**config.mk**
```make
export PLATFORM = sky130hd
export DESIGN_NAME = alu_operand_sequencer
export DESIGN_NICKNAME = d
export VERILOG_FILES = /design/src/rtl/alu_operand_sequencer.sv
export SDC_FILE = /design/constraint.sdc
export NUM_CORES = 1
export LEC_CHECK = 0
export CORE_UTILIZATION = 43
export DETAILED_ROUTE_END_ITERATION = 8
export GPL_ROUTABILITY_DRIVEN = 0
export GPL_TIMING_DRIVEN = 0
export PLACE_DENSITY = 0.84
export SLEW_MARGIN = 5
export SYNTH_ARGS = -nofsm -noshare
export SYNTH_HDL_FRONTEND = slang
export SYNTH_SLANG_ARGS = --single-unit
```
**constraint.sdc**
```tcl
create_clock -name clk -period 1.35 [get_ports clk]
set_input_delay 0.405 -clock clk [delete_from_list [all_inputs] [get_ports clk]]
set_output_delay 0.405 -clock clk [all_outputs]
set_load 0.1 [all_outputs]
```
**src/rtl/alu_operand_sequencer.sv**
```systemverilog
// Operand-entry and result-capture stage for the 3-bit ALU: one field per enter press,
// then a settle interval before alu_q is registered for display.
module alu_operand_sequencer #(
    parameter int SETTLE_CYCLES = 2
) (
    input  logic       clk,
    input  logic       rst_n,
    input  logic       btn_enter,
    input  logic       btn_clear,
    input  logic [2:0] sw_data,
    input  logic [1:0] sw_sel,
    input  logic [3:0] alu_q,
    output logic [2:0] alu_a,
    output logic [2:0] alu_b,
    output logic [1:0] alu_sel,
    output logic [3:0] result,
    output logic       result_valid,
    output logic       busy,
    output logic [1:0] phase
);
    typedef enum logic [2:0] {LOAD_A, LOAD_B, LOAD_OP, SETTLE, SHOW} state_t;

    localparam logic [3:0] CNT_INIT = 4'(SETTLE_CYCLES - 1);

    state_t     r_state, w_next;
    logic       r_en_s1, r_en_s2, r_en_prev;
    logic       r_cl_s1, r_cl_s2;
    logic [2:0] r_a, r_b;
    logic [1:0] r_sel;
    logic [3:0] r_res, r_cnt;
    logic       r_valid;
    logic       w_enter, w_clear;
    logic [1:0] w_phase;

    assign w_enter = r_en_s2 & ~r_en_prev;
    assign w_clear = r_cl_s2;

    // Both buttons are asynchronous; the extra enter flop turns a held press into one pulse.
    always_ff @(posedge clk or negedge rst_n) begin
        if (!rst_n) begin
            r_en_s1   <= 1'b0;
            r_en_s2   <= 1'b0;
            r_en_prev <= 1'b0;
            r_cl_s1   <= 1'b0;
            r_cl_s2   <= 1'b0;
        end else begin
            r_en_s1   <= btn_enter;
            r_en_s2   <= r_en_s1;
            r_en_prev <= r_en_s2;
            r_cl_s1   <= btn_clear;
            r_cl_s2   <= r_cl_s1;
        end
    end

    always_ff @(posedge clk or negedge rst_n) begin
        if (!rst_n) r_state <= LOAD_A;
        else        r_state <= w_next;
    end

    always_comb begin
        w_next = r_state;
        if (w_clear) begin
            w_next = LOAD_A;
        end else begin
            case (r_state)
                LOAD_A:  if (w_enter) w_next = LOAD_B;
                LOAD_B:  if (w_enter) w_next = LOAD_OP;
                LOAD_OP: if (w_enter) w_next = SETTLE;
                SETTLE:  if (r_cnt == 4'd0) w_next = SHOW;
                SHOW:    if (w_enter) w_next = LOAD_A;
                default: w_next = LOAD_A;
            endcase
        end
    end

    always_comb begin
        w_phase = 2'b00;
        case (r_state)
            LOAD_A:       w_phase = 2'b00;
            LOAD_B:       w_phase = 2'b01;
            LOAD_OP:      w_phase = 2'b10;
            SETTLE, SHOW: w_phase = 2'b11;
            default:      w_phase = 2'b00;
        endcase
    end

    // Clear wipes the datapath along with the state so stale operands never reach the ALU.
    always_ff @(posedge clk or negedge rst_n) begin
        if (!rst_n) begin
            r_a     <= 3'd0;
            r_b     <= 3'd0;
            r_sel   <= 2'd0;
            r_res   <= 4'd0;
            r_cnt   <= 4'd0;
            r_valid <= 1'b0;
        end else if (w_clear) begin
            r_a     <= 3'd0;
            r_b     <= 3'd0;
            r_sel   <= 2'd0;
            r_res   <= 4'd0;
            r_cnt   <= 4'd0;
            r_valid <= 1'b0;
        end else begin
            case (r_state)
                LOAD_A:  if (w_enter) r_a <= sw_data;
                LOAD_B:  if (w_enter) r_b <= sw_data;
                LOAD_OP: if (w_enter) begin
                    r_sel <= sw_sel;
                    r_cnt <= CNT_INIT;
                end
                SETTLE: begin
                    if (r_cnt == 4'd0) begin
                        r_res   <= alu_q;
                        r_valid <= 1'b1;
                    end else begin
                        r_cnt <= r_cnt - 4'd1;
                    end
                end
                SHOW:    if (w_enter) r_valid <= 1'b0;
                default: ;
            endcase
        end
    end

    assign alu_a        = r_a;
    assign alu_b        = r_b;
    assign alu_sel      = r_sel;
    assign result       = r_res;
    assign result_valid = r_valid;
    assign busy         = (r_state == SETTLE);
    assign phase        = w_phase;
endmodule

```
==> metrics <==
r2r worst-path depth 6; Antenna Nets Post-Route 0; fillers 157; area taken by flip-flops and latches 627 sq um; CTS tree built; Warnings, synthesis 0; core area 2500 sq um; leak pwr 0.926 nW; Slowest-stage cell, CP dfrtp_2; drt first pass iters 3; max_slew headroom 27.1%; clk root buf clkbuf_4; CP arrival 1.33 ns; Via density 5.50; Clk pin slew, worst setup/hold paths 0.13 ns; Area after DPL 1490 sq um; Mapped Nets 120; Tot GR Track Use 21.5%; Worst Hold End r_cl_s2; mapped cell area 1150 sq um; vias in the first global route 1021; Non-Filler Instances 183; initial detailed-routing violation count 13; Die H 53.6 microns; first-pass GRT wire length 4.37 mm; RSZ-0062 raised after global routing yes; NumNets Final 169; Critical Path End Type primary output; area added between synthesis and finish 68.6%; ranking of synthesized cells by area dfrtp_1 55%, mux2i_1 10%, nor2_1 5.9%; Place WS -1.16 ns; Final Hold Fails 0; fin area 1930 sq um; clock buffer depth 2; DP HPWL 1.79 mm; largest area contributor in the netlist dfrtp_1; syn avg cell area 10.9 sq um; Rows 18; clock skew 0.00188 ns; latest clock arrival within the worst-skew pair 0.31 ns; CP required 0.95 ns; flops & latches, synth 25; RR Endpoint result[3]; multi-input logic area 622 sq um; worst slew pin tran 1.09 ns; worst hold stages 0; Crit path max-delay family flip-flops; initial antenna violation count 0; peak supply drop 0.000720 V; status complete, but fails checks; startpoint types flip-flop; Final period util 129%; layout cells sized above 1 42.5%; die area 2880 sq um; crit path cell chain nor2_4 -> nand2_4 -> o21ai_4 -> buf_12; crit-path max cell delay 0.50 ns; crit path max fanout 8; Synth top area share 54.6%; GRT Residual Overflow 0; DRC viols 0; # setup viols final 11; distinct cell type count after synthesis 30; clk sinks 25; htree depth 1; Min-Delay Startpoint r_cl_s1; final slew viol count 0; Mapped Cells 105; Power Density 726 nW/um^2; starting density of the core 45.8%; final WL 3.17 mm; CP Class flip-flop to primary output; Fin Hold WS 0.366 ns; # IOs 29; Die Wd 53.6 microns; routed len/inst 17.3 microns; Max Freq 0.576 GHz; Inst Count DP 163; failing checks setup timing; register area share after synthesis 54.6%; Reg2Reg Setup Slack -0.11 ns; Vias 1007; Reg-to-Reg Start r_state[2]; Worst Hold Class flip-flop to flip-flop; buffer and inverter count on the worst path 1; Tmin final 1.74 ns; ANT cells 0; port bufs 28; cts bufs inserted 3; setup_tns -1.55 ns; MaxCap Viol Count 0; largest net degree at the start of global routing 26; fin worst setup slack -0.387 ns
-- per-stage QoR --
stage | util [%] | power (W)
after floorplan | - | 0.000930
after CTS | 70.5 | 0.00138
final | 77.3 | 0.00140
after detailed placement | 59.7 | 0.00102
after global placement | 59.7 | 0.00101
after global routing | 77.3 | 0.00146
-- state kept, by name, indices dropped and copies added (netlist names), 2 cells and up --
register,flops
r_state,3
r_cnt,4
alu_b,3
alu_sel,2
result,4
alu_a,3
-- synthesized netlist by cell type, drive strengths merged --
cell type	count
a211oi	2
a21oi	6
a22o	1
a311oi	1
and2b	1
and3b	1
buf	3
clkbuf	1
dfrtp	25
ha	2
inv	4
mux2i	12
nand2	8
nand2b	2
nand3	2
nand3b	2
nand4b	1
nand4bb	1
nor2	18
nor2b	1
nor3	2
nor3b	1
o21ai	5
o31ai	1
o32ai	1
or3	1
-- report_power, final --
group / switching (W) / internal (W) / leakage [nW]
sequential: 0.0000163 / 0.000767 / 0.334
clock: 0.000216 / 0.000115 / 0.0150
combinational: 0.000165 / 0.000124 / 0.577
total: 0.000397 / 0.00101 / 0.926
-- how the worst max path moves through the flow --
stage	startpoint	endpoint	slack, ns	depth (start not counted)
3_5_place_dp	r_state[0]	phase[0]	-1.16	5
6_report	r_state[1]	phase[0]	-0.39	4
2_1_floorplan	r_state[2]	result[0]	-0.15	5
4_1_cts	r_state[2]	busy	-0.39	3
5_1_grt	r_state[1]	phase[0]	-0.44	4
3_3_place_gp	r_state[0]	phase[0]	-1.15	5
-- placed cells by master, fill, tap and decap left out, types with 2 or more instances in the layout --
master,synthesis,final
buf_4,1,14
nand2_4,1,2
dfrtp_1,25,24
nor3_2,0,2
buf_6,0,5
nor2_1,18,16
nor2_4,0,2
a21oi_1,5,4
clkbuf_1,1,2
nand2_1,7,4
buf_12,0,16
o21ai_1,0,2
inv_2,0,2
clkdlybuf4s50_1,0,11
mux2i_1,12,11
inv_1,4,2
clkbuf_4,0,3
o21ai_0,5,2
nand3_1,2,2
a211oi_1,2,2
-- metal layers --
metal,GRT usage (%),share of wire [%]
met5,0,0
met1,23.5,37
met2,39.6,56
met4,7.89,3.2
met3,5.37,3.8
-- area by class of cell --
class / instances / share of cell area, %
plain buffers: 4 / 1.75
clock buffers: 4 / 1.36
inverters: 4 / 0.777
multi-input cells: 72 / 32.2
flip-flops and latches: 25 / 32.4
well taps: 30 / 1.94
repair buffers: 44 / 29.5
-- logic make-up (layout without fill, tap and decap cells) --
logic type | Yosys count | in the layout | synth area share, %
multiplexers | 12 | 12 | 10.5
AND/OR/NAND/NOR | 41 | 41 | 20.1
AO/OA/AOI/OAI | 17 | 17 | 9.50
adder cells (fa/ha/maj) | 2 | 2 | 2.18
flip-flops | 25 | 25 | 54.6
buffers and inverters | 8 | 56 | 3.17
-- timing repair --
action	4_1_cts	5_1_grt
pin swaps	6	3
setup buffers	13	4
hold buffers	0	0
endpoints found under the setup margin	52	31
resized for setup	145	32
Note: power is estimated with default switching activity, not from simulation.
